===== config.mk =====
export PLATFORM = sky130hd
export DESIGN_NAME = instr_feeder
export DESIGN_NICKNAME = d
export VERILOG_FILES = /design/src/rtl/instr_feeder_pkg.sv /design/src/rtl/feeder_prog_mem.sv /design/src/rtl/instr_feeder.sv
export SDC_FILE = /design/constraint.sdc
export NUM_CORES = 1
export LEC_CHECK = 0
export CAP_MARGIN = 25
export CORE_MARGIN = 4
export CORE_UTILIZATION = 68
export DETAILED_ROUTE_END_ITERATION = 7
export DONT_BUFFER_PORTS = 1
export GPL_ROUTABILITY_DRIVEN = 0
export PLACE_DENSITY = 0.84
export SLEW_MARGIN = 15
export SYNTH_ARGS = -nofsm -noshare
export SYNTH_HDL_FRONTEND = slang
export SYNTH_HIERARCHICAL = 1
export SYNTH_SLANG_ARGS = --single-unit
export TNS_END_PERCENT = 100

===== constraint.sdc =====
create_clock -name CLK50M -period 4.72 [get_ports CLK50M]
set_clock_uncertainty 0.05 [all_clocks]
set_input_delay 0.708 -clock CLK50M [delete_from_list [all_inputs] [get_ports CLK50M]]
set_output_delay 0.708 -clock CLK50M [all_outputs]
set_load 0.01 [all_outputs]

===== src/rtl/instr_feeder_pkg.sv =====
// Shared types and constants for the instruction feeder.
// Defines the processor word width, FSM state encoding and counter ceiling.
// No logic; imported by instr_feeder and feeder_prog_mem.
package instr_feeder_pkg;

  localparam int WORD_W  = 10;
  localparam int CNT_MAX = 255;

  typedef enum logic [1:0] {
    ST_IDLE = 2'd0,
    ST_LOW  = 2'd1,
    ST_HIGH = 2'd2,
    ST_HALT = 2'd3
  } state_t;

endpackage


===== src/rtl/feeder_prog_mem.sv =====
// Program memory: DEPTH x WORD_W, synchronous write, asynchronous read.
// Latency: write visible the cycle after the strobe; read is combinational.
// Backpressure: none; the caller gates the write strobe.
module feeder_prog_mem
  import instr_feeder_pkg::*;
#(
  parameter int DEPTH  = 16,
  parameter int ADDR_W = $clog2(DEPTH)
) (
  input  logic              clk,
  input  logic              we,
  input  logic [ADDR_W-1:0] wr_addr,
  input  logic [WORD_W-1:0] wr_data,
  input  logic [ADDR_W-1:0] rd_addr,
  output logic [WORD_W-1:0] rd_data
);

  logic [WORD_W-1:0] mem [DEPTH];

  // Contents are deliberately not reset so a program survives RSTb.
  always_ff @(posedge clk) begin
    if (we) mem[wr_addr] <= wr_data;
  end

  assign rd_data = mem[rd_addr];

endmodule


===== src/rtl/instr_feeder.sv =====
// Autonomous program sequencer: presents program words and issues STEPb pulses.
// Latency: first STEPb fall 2 cycles after RUN is seen in IDLE; step = PULSE_LEN+GAP_LEN.
// Backpressure: none; a started LOW+HIGH pair always completes. Option: SINGLE_STEP_EN.
module instr_feeder
  import instr_feeder_pkg::*;
#(
  parameter int DEPTH     = 16,
  parameter int PULSE_LEN = 8,
  parameter int GAP_LEN   = 8,
  localparam int ADDR_W   = $clog2(DEPTH)
) (
  input  logic              CLK50M,
  input  logic              RSTb,
`ifdef SINGLE_STEP_EN
  input  logic              STEP_REQb,
`endif
  input  logic              LD_EN,
  input  logic [ADDR_W-1:0] LD_ADDR,
  input  logic [WORD_W-1:0] LD_DATA,
  input  logic [ADDR_W:0]   PROG_LEN,
  input  logic              RUN,
  input  logic              EXT,
  input  logic              DONE,
  output logic              STEPb,
  output logic [WORD_W-1:0] DATA_OUT,
  output logic [ADDR_W:0]   PTR,
  output logic [7:0]        INSTR_CNT,
  output logic              BUSY,
  output logic              HALT,
  output logic              ERR
);

  localparam int MAX_LEN = (PULSE_LEN > GAP_LEN) ? PULSE_LEN : GAP_LEN;
  localparam int CNT_W   = $clog2(MAX_LEN + 1);

  state_t            state, state_nxt;
  logic [CNT_W-1:0]  phase;
  logic              ext_s, done_s;
  logic [ADDR_W:0]   ptr_post, ptr_nxt;
  logic [WORD_W-1:0] mem_rd, word_nxt;
  logic              last_low, last_high, underrun, start, halt_clr;
  logic              step_b_nxt;

  feeder_prog_mem #(.DEPTH(DEPTH), .ADDR_W(ADDR_W)) u_mem (
    .clk     (CLK50M),
    .we      (LD_EN && !BUSY),
    .wr_addr (LD_ADDR),
    .wr_data (LD_DATA),
    .rd_addr (ptr_nxt[ADDR_W-1:0]),
    .rd_data (mem_rd)
  );

`ifdef SINGLE_STEP_EN
  logic [1:0] req_sync;
  logic       req_prev;

  // Two-flop synchronizer plus history bit for falling-edge detection of the key.
  always_ff @(posedge CLK50M or negedge RSTb) begin
    if (!RSTb) begin
      req_sync <= 2'b11;
      req_prev <= 1'b1;
    end else begin
      req_sync <= {req_sync[0], STEP_REQb};
      req_prev <= req_sync[1];
    end
  end

  // A key edge only starts a step when RUN is low; edges outside IDLE are ignored.
  assign start = RUN || (req_prev && !req_sync[1]);
`else
  assign start = RUN;
`endif

  assign last_low  = (state == ST_LOW)  && (phase == CNT_W'(PULSE_LEN - 1));
  assign last_high = (state == ST_HIGH) && (phase == CNT_W'(GAP_LEN - 1));
  assign underrun  = ext_s && (PTR == PROG_LEN);
  assign ptr_post  = (ext_s && !underrun) ? PTR + (ADDR_W+1)'(1) : PTR;
  assign halt_clr  = (state == ST_HALT) && !RUN;

  // Pointer for the coming cycle; the memory is read there so DATA_OUT tracks it.
  always_comb begin
    ptr_nxt = PTR;
    if (last_high) ptr_nxt = ptr_post;
    if (halt_clr)  ptr_nxt = '0;
  end

  assign word_nxt = (ptr_nxt < PROG_LEN) ? mem_rd : '0;

  // FSM state register.
  always_ff @(posedge CLK50M or negedge RSTb) begin
    if (!RSTb) state <= ST_IDLE;
    else       state <= state_nxt;
  end

  // FSM next-state decision; step outcome is resolved on the last HIGH cycle.
  always_comb begin
    state_nxt = state;
    case (state)
      ST_IDLE: if (start) state_nxt = (PROG_LEN == '0) ? ST_HALT : ST_LOW;
      ST_LOW:  if (last_low) state_nxt = ST_HIGH;
      ST_HIGH: begin
        if (last_high) begin
          if (underrun)                            state_nxt = ST_HALT;
          else if (done_s && ptr_post == PROG_LEN) state_nxt = ST_HALT;
          else if (RUN)                            state_nxt = ST_LOW;
          else                                     state_nxt = ST_IDLE;
        end
      end
      ST_HALT: if (!RUN) state_nxt = ST_IDLE;
      default: state_nxt = ST_IDLE;
    endcase
  end

  // FSM outputs; STEPb is registered from the current state, giving one cycle of lag.
  always_comb begin
    BUSY       = (state == ST_LOW) || (state == ST_HIGH);
    HALT       = (state == ST_HALT);
    step_b_nxt = (state != ST_LOW);
  end

  // Phase counter, sampled flags, pointer, instruction count, error and output word.
  always_ff @(posedge CLK50M or negedge RSTb) begin
    if (!RSTb) begin
      phase     <= '0;
      ext_s     <= 1'b0;
      done_s    <= 1'b0;
      PTR       <= '0;
      INSTR_CNT <= '0;
      ERR       <= 1'b0;
      DATA_OUT  <= '0;
      STEPb     <= 1'b1;
    end else begin
      phase <= (BUSY && state_nxt == state) ? phase + CNT_W'(1) : '0;
      STEPb <= step_b_nxt;
      PTR   <= ptr_nxt;
      if (last_low) begin
        ext_s  <= EXT;
        done_s <= DONE;
      end
      if (last_high && done_s && INSTR_CNT != 8'(CNT_MAX))
        INSTR_CNT <= INSTR_CNT + 8'd1;
      if (last_high && underrun)
        ERR <= 1'b1;
      if (halt_clr) begin
        INSTR_CNT <= '0;
        ERR       <= 1'b0;
      end
      // Word is frozen for the whole pulse pair and swaps exactly at the step boundary.
      if (!BUSY || last_high)
        DATA_OUT <= word_nxt;
    end
  end

endmodule


# Word-level counts from Yosys, hierarchy flattened

Memories as Yosys holds them, arrays and structs flattened.
Index checks and enable logic that the tools add are counted.

Add/sub/neg operators: 3
$lt $le $gt $ge: 1
Equal/unequal tests: 9
Muxes and demuxes: 20
Reductions and logical operators: 20

Operators by type and width:

| cell                | number |
|---|---|
| $mux 8              | 2 |
| $mux 5              | 3 |
| $mux 2              | 7 |
| $logic_and 1x1->1   | 11 |
| $eq 5x5->1          | 2 |
| $mux 10             | 1 |
| $add 8x1->8 const B | 1 |
| $ne 8x8->1 const B  | 1 |
| $pmux 2 s4          | 1 |
| $add 5x1->5 const B | 1 |
| $logic_not 5->1     | 1 |
| $lt 5x5->1          | 1 |
| $mux 1              | 5 |
| $add 4x1->4 const B | 1 |
| $eq 2x2->1 const B  | 2 |
| $eq 4x3->1 const B  | 1 |
| $mux 4              | 1 |
| $reduce_bool 2->1   | 2 |
| $logic_not 1->1     | 3 |
| $eq 2x1->1 const B  | 1 |
| $eq 2x2->1          | 1 |
| $logic_not 2->1     | 1 |
| $logic_or 1x1->1    | 2 |
| $ne 2x1->1 const B  | 1 |

Flip-flop bits (word level): 33
RAM bits: 160
Logic and storage cells: 63
Memories kept: 1

Memory list:

| name      | depth | width | rd ports | clocked after memory_dff | write ports | RTL line              | source |
|---|---|---|---|---|---|---|---|
| u_mem.mem | 16    | 10    | 1        | 0                        | 1           | feeder_prog_mem.sv:18 | `logic [WORD_W-1:0] mem [DEPTH];` |

# Depth between registers and ports, before layout

Gate-level depths: netlist (run 1).

Depth in word-level cells: 14
Depth in mapped cells: 14

# Hierarchy

The synthesis (run 1) kept the hierarchy.

By module, submodules not included:

| module          | times used | cells each | area an instance (um^2) | seq. area each (um^2) |
|---|---|---|---|---|
| feeder_prog_mem | 1          | 269        | 6153.4                  | 4804.6 |
| instr_feeder    | 1          | 191        | 1984.4                  | 827.0 |

# Least setup slack after synthesis (run 1)

OpenSTA, ideal clock, no wires.

Path kind: input to register
Start: in PROG_LEN[4]
End: reg DATA_OUT[0]
Library setup time: 68 ps
Arrival: 3157 ps
Path slack: 1445 ps
Stages on the path: 12
Path buffers: 0
Cells stage by stage: xor2_1 > nor2_2 > a31oi_4 > nand2_1 > xor2_1 > nor2_1 > ha_1 > a21o_1 > a21oi_1 > nor2b_1 > a2111oi_4 > a22o_1

Cells in the longest elaborated chain, start to end: 9

RTL lines:

| what                                               | RTL line            | source |
|---|---|---|
| start: declaration                                 | instr_feeder.sv:20  | `input logic [ADDR_W:0] PROG_LEN,` |
| $eq 5x5->1 (*)                                     | instr_feeder.sv:76  | `assign underrun = ext_s && (PTR == PROG_LEN);` |
| $logic_and 1x1->1 (*)                              | instr_feeder.sv:76  |  |
| $logic_not 1->1 (*)                                | instr_feeder.sv:77  | `assign ptr_post = (ext_s && !underrun) ? PTR + (ADDR_W+1)'(1) : PTR;` |
| $logic_and 1x1->1 (*)                              | instr_feeder.sv:77  |  |
| $mux 5 (*)                                         | instr_feeder.sv:77  |  |
| $mux 5 (*)                                         | instr_feeder.sv:83  | `if (last_high) ptr_nxt = ptr_post;` |
| $mux 5 (*)                                         | instr_feeder.sv:84  | `if (halt_clr) ptr_nxt = '0;` |
| named net ptr_nxt[2]                               | instr_feeder.sv:39  | `logic [ADDR_W:0] ptr_post, ptr_nxt;` |
| $mem_v2 16x10 / $lt 5x5->1 (equally long branches) | n/a                 |  |
| $mux 10 (*)                                        | instr_feeder.sv:87  | `assign word_nxt = (ptr_nxt < PROG_LEN) ? mem_rd : '0;` |
| end signal: assignment                             | instr_feeder.sv:150 | `DATA_OUT <= word_nxt;` |
| end: declaration                                   | instr_feeder.sv:25  | `output logic [WORD_W-1:0] DATA_OUT,` |

The timed path passes the listed nets; every way through them passes the cells marked *.
A chain may end at the register's enable or synchronous reset.

# Worst setup path after layout (run 1)

Start: reg state[0]
End: reg DATA_OUT[6]

Cells in the longest elaborated chain, start to end: 6

RTL lines:

| what                                               | RTL line           | source |
|---|---|---|
| start: declaration                                 | instr_feeder.sv:36 | `state_t state, state_nxt;` |
| start signal: assignment                           | instr_feeder.sv:92 | `else state <= state_nxt;` |
| $eq 2x2->1                                         | instr_feeder.sv:75 | `assign last_high = (state == ST_HIGH) && (phase == CNT_W'(GAP_LEN - 1));` |
| $logic_and 1x1->1                                  | instr_feeder.sv:75 |  |
| $mux 5                                             | instr_feeder.sv:83 |  |
| $mux 5 (*)                                         | instr_feeder.sv:84 |  |
| named net ptr_nxt[2]                               | instr_feeder.sv:39 |  |
| $mem_v2 16x10 / $lt 5x5->1 (equally long branches) | n/a                |  |
| $mux 10 (*)                                        | instr_feeder.sv:87 |  |

Marks and branches as above.

==> results of run 1 <==
area by class of cell:
cell class                 instances  area, um2
clock buffer                      18        429
clock inverter                    14        130
fill                             591       2610
inverter                           8       30.0
multi-input combinational        243       2390
sequential                       193       5630
tap                              143        179
timing repair buffer              20        170
sequential cells by signal (all words and copies together) (netlist names):
| name | count |
|---|---|
| DATA_OUT | 10 |
| ERR | 1 |
| INSTR_CNT | 8 |
| PTR | 5 |
| STEPb | 1 |
| done_s | 1 |
| ext_s | 1 |
| phase | 4 |
| state | 2 |
| u_mem/mem | 160 |
cell families (layout without fill, tap and decap cells):
group | after synthesis | in the layout | share of synthesized area, %
XOR/XNOR | 17 | 17 | 2.11
AND/OR/NAND/NOR | 99 | 99 | 6.01
buffers and inverters | 24 | 60 | 1.68
multiplexers | 45 | 45 | 12.3
adder cells (fa/ha/maj) | 11 | 11 | 1.69
flip-flops | 193 | 193 | 69.2
AO/OA/AOI/OAI | 71 | 71 | 7.04
worst reg2reg max path: cells and delay by family (launching register included):
| kind | cells | cell delay (ns) |
|---|---|---|
| flip-flops | 1 | 0.45 |
| AO/OA/AOI/OAI | 5 | 1.48 |
| AND/OR/NAND/NOR | 5 | 0.94 |
| buffers and inverters | 1 | 0.14 |
| adder cells (fa/ha/maj) | 2 | 0.60 |
| XOR/XNOR | 1 | 0.14 |
power by group through the flow:
stage	logic (mW)	registers, mW	clock network [mW]
floorplan	0.426	2.08	0
global placement	0.502	2.11	0
detailed placement	0.527	2.12	0
CTS	0.540	2.08	1.36
global route	0.610	2.09	1.44
finish	0.556	2.08	1.35
final timing paths:
kind                                         to  slack [ns]  cells past startpoint
worst min register to register           done_s        0.51                      1
min in group CLK50M             u_mem/mem[4][5]        0.32                      0
worst max-delay path                DATA_OUT[6]        0.86                     14
worst max register to register      DATA_OUT[6]        0.86                     14
max in group asynchronous              phase[3]        4.38                      1
worst min-delay path               INSTR_CNT[0]        0.06                      1
synth_stat cells, types with 9 or more instances:
cell type | n | share of area (%)
nor3_1 | 10 | 0.62
a22oi_1 | 20 | 1.8
mux4_1 | 12 | 3.9
nand2_1 | 25 | 1.2
a21oi_1 | 9 | 0.55
xor2_1 | 11 | 1.2
nor2_1 | 30 | 1.4
dfrtp_1 | 32 | 9.8
a22o_1 | 10 | 1.1
edfxtp_1 | 160 | 59
mux4_2 | 28 | 7.7
ha_1 | 11 | 1.7
layer usage:
| layer | part of all wire (%) | GRT usage [%] | vias to the layer above |
|---|---|---|---|
| li1 | - | - | 1915 |
| met4 | 2.3 | 9.97 | 0 |
| met5 | 0 | 0 | - |
| met3 | 9.2 | 7.07 | 30 |
| met2 | 49 | 39.2 | 252 |
| met1 | 39 | 35.1 | 2227 |
what timing repair did:
action | CTS | global route
hold buffers | 1 | 0
endpoints found under the hold margin | 32 | 0
gates resized for setup | 0 | 0
==> metrics.md, run 1 <==
| Metric | Value |
|---|---|
| Status | `completed` |
| Maxcap violations | `0` |
| GRT overflow | `0` |
| Synth cell types | `61` |
| Core Region | `11,600 um2` |
| Critical path cell sequence | `inv_1 -> ha_1 -> and4b_1 -> nand2_1 -> a31oi_4 -> nand2_1 -> xor2_1 -> nor2_1 -> ha_1 -> a21o_1 -> a21oi_1 -> nor2b_1 -> a2111oi_4 -> a22o_1` |
| Nets | `519` |
| Post-route ant nets | `0` |
| Largest net degree at the start of global routing | `42` |
| Hold Path Class | `in -> async` |
| Critical setup path kind | `reg -> reg` |
| # diodes | `0` |
| CP delay by family, top | `compound AO/OA/AOI/OAI gates` |
| DR pass1 iterations | `5` |
| Int Power | `2.93 mW` |
| Pwr dens | `around 450 nW/um2` |
| CTS tree | `yes` |
| Final Max Slew Viols | `0` |
| Most used DFF post-synth | `edfxtp_1` |
| Layout area overhead | `10.1%` |
| Number of global-route vias before repair | `4,327` |
| Via density | `about 6.9` |
| Fin. Hold Viols | `0` |
| Final period util | `81.8%` |
| CP endpoint kind | `flop` |
| Commonest non-fill, non-tap cells in the layout | `160 x edfxtp_1, 32 x dfrtp_1, 28 x mux4_2` |
| Port Buffers | `0` |
| Finish-stage setup viols | `0` |
| Ports | `52` |
| Warnings, synthesis | `6` |
| Detailed Route WL | `17,000 um` |
| Mapped cell area | `around 8100 um2` |
| Overall global routing resource usage | `25.4%` |
| Ys async rst share | `17.1%` |
| Worst Path Buf+Inv | `1` |
| Sink Count | `193` |
| DP Worst Slack | `roughly 0.9 ns` |
| Post-synthesis sequential area ratio | `69.2%` |
| H-tree depth | `4` |
| Fmax | `259 MHz` |
| Final worst slack | `0.860 ns` |
| Area post-placement | `a little over 8000 um2` |
| FP Rows | `39` |
| Post-synthesis register bit count | `between 150 and 200` |
| Post-synth EDFFs | `160` |
| Slowest cell on crit path | `a2111oi_4` |
| Seq pwr share | `52.2%` |
| Detailed placement HPWL | `10,600 um` |
| Max VDD drop | `266 uV` |
| Sw Ratio | `between 20% and 30%` |
| Die X-Extent | `117 um` |
| Commonest non-fill, non-tap cell in the layout | `edfxtp_1` |
| Mapped Cells | `460` |
| Tmin final | `3.86 ns` |
| RSZ-0062 raised after global routing | `no` |
| First-pass GRT wire length | `25,800 um` |
| Avg Inst Size Synth | `17.7 um2` |
| Reg-to-Reg Start | `state[0]` |
| CTS root buf | `clkbuf_16` |
| Worst Max-Slew Pin Slew | `1.09 ns` |
| Worst skew pair latency | `approximately 0.43 ns` |
| Fin area | `8960 um2` |
| Share of cells above drive strength 1 | `~20%` |
| Detailed router's first-iteration violation count | `549` |
| Die area | `13,800 um2` |
| Gate power share | `13.9%` |
| Overall power | `3.99 mW` |
| Crit start category | `flop` |
| WP data required | `5.04 ns` |
| Clock transition at path regs | `0.07 ns` |
| CP Launch Point | `state[0]` |
| # Post-CTS Setup Buffers | `0` |
| Routed len/inst | `~27 um` |
| CTS Buffer Depth | `2` |
| Inserted Clock Buffers | `17` |
| Mapped Nets | `roughly 500` |
| Arrival @ worst endpoint | `4.18 ns` |
| Final design utilization | `77.5%` |
| Die height | `about 120 um` |
| Leak | `between 3 and 4 nW` |
| Non-Filler Instances | `639` |
| Part of the power in the clock network | `33.9%` |
| # DRC | `0` |
| Worst-path fanout max | `10` |
| Inst Count DP | `598` |
| Minimum hold slack | `approximately 0.055 ns` |
| Via count | `4,424` |
| TNS Setup | `0 ns` |
| Initial antenna violation count | `0` |
| Worst relative slew slack | `27.1%` |
| Net switching power | `1.06 mW` |
| Initial Util | `between 70% and 80%` |
| Max stage delay on crit path | `0.69 ns` |
Power figures use the tool's default switching activity.
==> run 2: changes to the inputs <==
--- a/config.mk
+++ b/config.mk
@@ -7,11 +7,11 @@
 export LEC_CHECK = 0
 export CAP_MARGIN = 25
 export CORE_MARGIN = 4
-export CORE_UTILIZATION = 68
+export CORE_UTILIZATION = 63
 export DETAILED_ROUTE_END_ITERATION = 7
 export DONT_BUFFER_PORTS = 1
 export GPL_ROUTABILITY_DRIVEN = 0
-export PLACE_DENSITY = 0.84
+export PLACE_DENSITY = 0.79
 export SLEW_MARGIN = 15
 export SYNTH_ARGS = -nofsm -noshare
 export SYNTH_HDL_FRONTEND = slang
==> constraint.sdc (replaced) <==
create_clock -name CLK50M -period 3.9 [get_ports CLK50M]
set_clock_uncertainty 0.05 [all_clocks]
set_input_delay 0.585 -clock CLK50M [delete_from_list [all_inputs] [get_ports CLK50M]]
set_output_delay 0.585 -clock CLK50M [all_outputs]
set_load 0.01 [all_outputs]
==> run 2 against run 1 <==
  * Design area is 1.2% higher
  * Highest routed layer unchanged
  * Sequential share of layout area is 0.74 points lower
  * Power is 24% higher
  * Clock-buffer cell count stayed put
  * Critical path depth is 2 lower
  * Sequential power is 22% higher
  * Worst setup slack worse by 0.55 ns
  * Worst hold slack better by 0.13 ns
  * Combinational power is 26% higher
  * First-iteration DRC count is 4.6% lower
  * Routed wire length is 1.7% higher
  * Sequential cell count stayed put
==> metrics.md, run 2 (synthesis gave the netlist of run 1 again) <==
| Metric | Value |
|---|---|
| Status | `completed` |
| R2R Setup Slk | `0.31 ns` |
| Commonest non-fill, non-tap cell in the layout | `edfxtp_1` |
| Tmin final | `3.59 ns` |
| Worst relative slew slack | `39.6%` |
| Part of the power in the clock network | `34.6%` |
| Minimum hold slack | `0.189 ns` |
| CTS tree | `yes` |
| Detailed placement HPWL | `11,000 um` |
| Port Buffers | `0` |
| Nets | `524` |
| Sink Count | `193` |
| H-tree depth | `4` |
| GRT overflow | `0` |
| Max VDD drop | `351 uV` |
| Ports | `52` |
| Detailed Route WL | `17,300 um` |
| Fin. Hold Viols | `0` |
| Clock transition at path regs | `0.07 ns` |
| DR pass1 iterations | `6` |
| Number of global-route vias before repair | `4,450` |
| Leak | `3.11 nW` |
| Net switching power | `1.30 mW` |
| Critical setup path kind | `reg -> reg` |
| Hold Path Cell Cnt | `0` |
| Hold Path Class | `in -> reg` |
| FP Rows | `41` |
| Int Power | `roughly 3.6 mW` |
| Via density | `6.60` |
| Worst Max-Slew Pin Slew | `0.904 ns` |
| Initial Util | `64.5%` |
| Worst-path fanout max | `10` |
| Seq pwr share | `between 50% and 60%` |
| Die X-Extent | `122 um` |
| Area of the multi-input gates | `between 2000 and 2500 um2` |
| Routed len/inst | `25.7 um` |
| R2R depth | `12` |
| Worst Min Path Start | `LD_DATA[9]` |
| Die area | `14,800 um2` |
| FILL cells | `767` |
| Overall power | `a little under 5 mW` |
| Largest net degree at the start of global routing | `between 40 and 50` |
| Post-route ant nets | `0` |
| Biggest register | `u_mem/mem` |
| Detailed router's first-iteration violation count | `524` |
| Max reg flops | `160` |
| Commonest non-fill, non-tap cells in the layout | `160 x edfxtp_1, 32 x dfrtp_1, 28 x nor2_1, 28 x mux4_2, 25 x nand2_1` |
| Maxcap violations | `0` |
| First-pass GRT wire length | `26,600 um` |
| Initial antenna violation count | `0` |
| Via count | `4,439` |
| TNS Setup | `0 ns` |
| Worst r2r dst | `DATA_OUT[4]` |
| WP data required | `between 4 and 5 ns` |
| Sw Ratio | `a little over a quarter` |
| CTS root buf | `clkbuf_16` |
| Inserted Clock Buffers | `17` |
| Reg-to-Reg Start | `state[0]` |
| Die height | `122 um` |
| Final Max Slew Viols | `0` |
| Pwr dens | `543 nW/um2` |
| Crit start category | `flop` |
| Layout area overhead | `11.4%` |
| Gate power share | `14.2%` |
| CP endpoint kind | `flop` |
| Final period util | `92.0%` |
| RSZ-0062 raised after global routing | `no` |
| Worst skew pair latency | `roughly 0.44 ns` |
| Hold Crit Endpoint | `u_mem/mem[4][9]` |
| Final worst slack | `between 0.3 and 0.4 ns` |
| Overall global routing resource usage | `about a quarter` |
| CTS Buffer Depth | `2` |
| Arrival @ worst endpoint | `just under 4 ns` |
| Fmax | `about 280 MHz` |
| Core Region | `12,600 um2` |
| FF+latch area | `5630 um2` |
| Finish-stage setup viols | `0` |
| Top flop regs | `u_mem/mem x160, DATA_OUT x10, INSTR_CNT x8` |
| Share of cells above drive strength 1 | `just over 20%` |
| # diodes | `0` |
| # DRC | `0` |
| DP Worst Slack | `0.0708 ns` |
==> run 2: critical path: stages, from the launching register on <==
cell and delay, ns:
dfrtp_1 0.44, inv_1 0.12, ha_1 0.28, and4b_1 0.35
nand2_1 0.12, a31oi_4 0.26, nand2_1 0.11, xor2_1 0.15
nor2_1 0.31, nor2b_1 0.78, a22oi_1 0.26, nand2_1 0.15
a22o_1 0.15
==> run 2: layer usage <==
| layer | vias to the layer above | global-route usage [%] | part of all wire, % |
|---|---|---|---|
| met5 | - | 0 | 0 |
| met4 | 0 | 10.5 | 2.9 |
| met3 | 38 | 7.15 | 7.9 |
| met2 | 211 | 41.3 | 52 |
| met1 | 2274 | 32.5 | 37 |
| li1 | 1916 | - | - |
==> run 2: per-stage QoR <==
stage | util (%) | area (um2) | cells
2_1_floorplan | - | 8140 | 460
3_3_place_gp | 66.8 | 8430 | 637
3_5_place_dp | 66.8 | 8430 | 637
4_1_cts | 71.7 | 9050 | 671
5_1_grt | 71.8 | 9060 | 673
6_report | 71.8 | 9060 | 673
==> run 2: layout make-up <==
cell class	count	share of cell area [%]
tap	172	2.37
sequential	193	62.1
clock buffer	18	4.73
clock inverter	14	1.71
multi-input combinational	243	26.3
inverter	8	0.331
timing repair buffer	25	2.37
==> run 2: worst max-delay path by stage <==
stage                        start           to  slack [ns]
after floorplan           state[0]  DATA_OUT[0]        0.67
after global routing      state[0]  DATA_OUT[5]        0.08
final                     state[0]  DATA_OUT[4]        0.31
after global placement    state[0]  DATA_OUT[1]        0.29
after detailed placement  state[0]  DATA_OUT[1]        0.07
after CTS                 state[0]  DATA_OUT[5]        0.05
==> run 2: timing repair <==
item	in CTS	in global routing
hold buffers	2	0
setup endpoints to repair	0	10
buffers inserted	0	1
hold endpoints to repair	33	0
resized for setup	0	1
==> run 2: power groups by stage <==
stage	clock network (mW)	registers (mW)	logic [mW]
2_1_floorplan	0	2.52	0.515
3_3_place_gp	0	2.56	0.629
3_5_place_dp	0	2.57	0.654
4_1_cts	1.73	2.53	0.676
5_1_grt	1.82	2.54	0.756
6_report	1.70	2.53	0.698
==> run 3: changes to the inputs <==
--- a/config.mk
+++ b/config.mk
@@ -6,12 +6,16 @@
 export NUM_CORES = 1
 export LEC_CHECK = 0
 export CAP_MARGIN = 25
+export CELL_PAD_IN_SITES_DETAIL_PLACEMENT = 1
+export CELL_PAD_IN_SITES_GLOBAL_PLACEMENT = 1
 export CORE_MARGIN = 4
-export CORE_UTILIZATION = 63
+export CORE_UTILIZATION = 54
 export DETAILED_ROUTE_END_ITERATION = 7
 export DONT_BUFFER_PORTS = 1
 export GPL_ROUTABILITY_DRIVEN = 0
-export PLACE_DENSITY = 0.79
+export PLACE_DENSITY_LB_ADDON = 0.1
+export REMOVE_ABC_BUFFERS = 1
+export SETUP_SLACK_MARGIN = 0.1
 export SLEW_MARGIN = 15
 export SYNTH_ARGS = -nofsm -noshare
 export SYNTH_HDL_FRONTEND = slang
==> run 3 against run 2 <==
  * Die area is 16% higher
  * Sequential power hardly changed
  * Highest routed layer unchanged
  * Worst setup slack worse by 0.022 ns
  * First-iteration DRC count is 48% lower
  * Combinational power hardly changed
==> metrics.md, run 3 (synthesis gave the netlist of run 1 again) <==
| Metric | Value |
|---|---|
| Hold Path Cell Cnt | `0` |
| Initial Util | `55.6%` |
| Layout area overhead | `11.7%` |
| R2R depth | `15` |
| WP data required | `4.21 ns` |
| Worst Min Path Start | `LD_DATA[0]` |
| Finish-stage setup viols | `0` |
| Share of cells above drive strength 1 | `21.3%` |
| Overall power | `about 5 mW` |
| Commonest non-fill, non-tap cell in the layout | `edfxtp_1` |
| # DRC | `0` |
| Crit start category | `flop` |
| Worst relative slew slack | `61.6%` |
| # diodes | `0` |
| Maxcap violations | `0` |
| Inserted Clock Buffers | `17` |
| Post-route ant nets | `0` |
| H-tree depth | `4` |
| Area post-placement | `between 8000 and 9000 um2` |
| Inst Count DP | `651` |
| Pwr dens | `539 nW/um2` |
| Detailed placement HPWL | `11,700 um` |
| Largest net degree at the start of global routing | `34` |
| Worst-path fanout max | `8` |
| Final worst slack | `just under 0.3 ns` |
| Leak | `3.13 nW` |
| Biggest register | `u_mem/mem` |
| Status | `completed` |
| Arrival @ worst endpoint | `just under 4 ns` |
| Clock transition at path regs | `roughly 0.070 ns` |
| FP Rows | `44` |
| Overall global routing resource usage | `21.9%` |
| Final Max Slew Viols | `0` |
| Commonest non-fill, non-tap cells in the layout | `160 x edfxtp_1, 32 x dfrtp_1, 28 x mux4_2` |
| Critical setup path kind | `reg -> reg` |
| Max VDD drop | `326 uV` |
| Final period util | `a little over 90%` |
| Die area | `17,100 um2` |
| DR pass1 iterations | `4` |
| CTS root buf | `clkbuf_16` |
| Number of global-route vias before repair | `about 4,600` |
| Ports | `52` |
| R2R Setup Slk | `0.29 ns` |
| Hold Crit Endpoint | `u_mem/mem[2][0]` |
| CTS Buffer Depth | `2` |
| Detailed router's first-iteration violation count | `271` |
| RSZ-0062 raised after global routing | `no` |
| Tmin final | `3.61 ns` |
| Worst Max-Slew Pin Slew | `0.573 ns` |
| Die height | `131 um` |
| Core Region | `14,600 um2` |
| GRT overflow | `0` |
| Via density | `approximately 6.3` |
| First-pass GRT wire length | `27,000 um` |
| Fin area | `9090 um2` |
| Via count | `4,323` |
| CP endpoint kind | `flop` |
| Top flop regs | `u_mem/mem x160, DATA_OUT x10, INSTR_CNT x8` |
| DP Worst Slack | `~0.066 ns` |
| Detailed Route WL | `17,200 um` |
| Sink Count | `193` |
| Reg-to-Reg Start | `state[0]` |
| CTS tree | `yes` |
| Die X-Extent | `131 um` |
| Port Buffers | `0` |
| Non-Filler Instances | `687` |
| Worst r2r dst | `DATA_OUT[7]` |
| Initial antenna violation count | `0` |
| Routed len/inst | `25.1 um` |
| Hold Path Class | `in -> reg` |
| Nets | `approximately 530` |
| Fin. Hold Viols | `0` |
| Worst skew pair latency | `approximately 0.43 ns` |
| Fmax | `about 280 MHz` |
| Max reg flops | `160` |
-- run 3: cell count changes in the layout (fill, tap and decap cells not counted), sizes merged --
cell,change
clkbuf,+5
buf,+2
inv,-2
clkinv,+1
bufinv,-2
clkinvlp,-2
-- run 3: layout make-up --
class,count,area (um2)
clock buffers,23,509
fillers,1268,5550
multi-input cells,243,2390
clock inverters,9,68.8
repair buffers,27,230
well taps,184,230
inverters,8,30.0
flip-flops and latches,193,5630
-- run 3: metal layers --
metal	vias up	part of all wire, %	track usage, %
met5	-	0	0
met4	0	1.4	7.02
met3	19	5.7	4.39
met2	109	52	36.8
met1	2268	41	29.0
li1	1927	-	-
-- run 3: critical path, cell delays in order (launching register included) --
cell	delay, ns
dfrtp_1	0.45
inv_1	0.13
ha_1	0.29
and4b_1	0.36
nand2_1	0.12
a31oi_4	0.27
nand2_1	0.10
xor2_1	0.15
nor2_1	0.31
ha_1	0.32
a21o_1	0.16
a21oi_1	0.17
nor2b_1	0.09
a2111oi_4	0.22
buf_4	0.22
a22o_1	0.14
-- run 3: metrics by stage --
step	hold WS [ns]	setup TNS, ns	util (%)
2_1_floorplan	0.239	-16.19	-
3_3_place_gp	0.240	0	57.8
3_5_place_dp	0.240	0	57.8
4_1_cts	0.184	0	61.9
5_1_grt	0.176	0	62.1
6_report	0.200	0	62.1
-- run 3: how the worst max path moves through the flow --
stage / from / endpoint / cells after the start
2_1_floorplan: state[0] / DATA_OUT[0] / 11
3_5_place_dp: state[0] / DATA_OUT[2] / 14
6_report: state[0] / DATA_OUT[7] / 15
4_1_cts: state[0] / DATA_OUT[2] / 12
5_1_grt: state[0] / DATA_OUT[8] / 15
3_3_place_gp: state[0] / DATA_OUT[6] / 14
-- run 3: power by group --
group / switching [mW] / internal (mW)
clock network: 0.744 / 0.929
registers: 0.148 / 2.38
logic: 0.395 / 0.306
-- run 3: what timing repair did --
action / 4_1_cts / 5_1_grt
hold endpoints to repair: 33 / 0
hold buffers: 2 / 0
gates cloned: 0 / 0
resized for setup: 0 / 3
endpoints found under the setup margin: 10 / 10
pin swaps: 1 / 1
setup buffers: 0 / 2
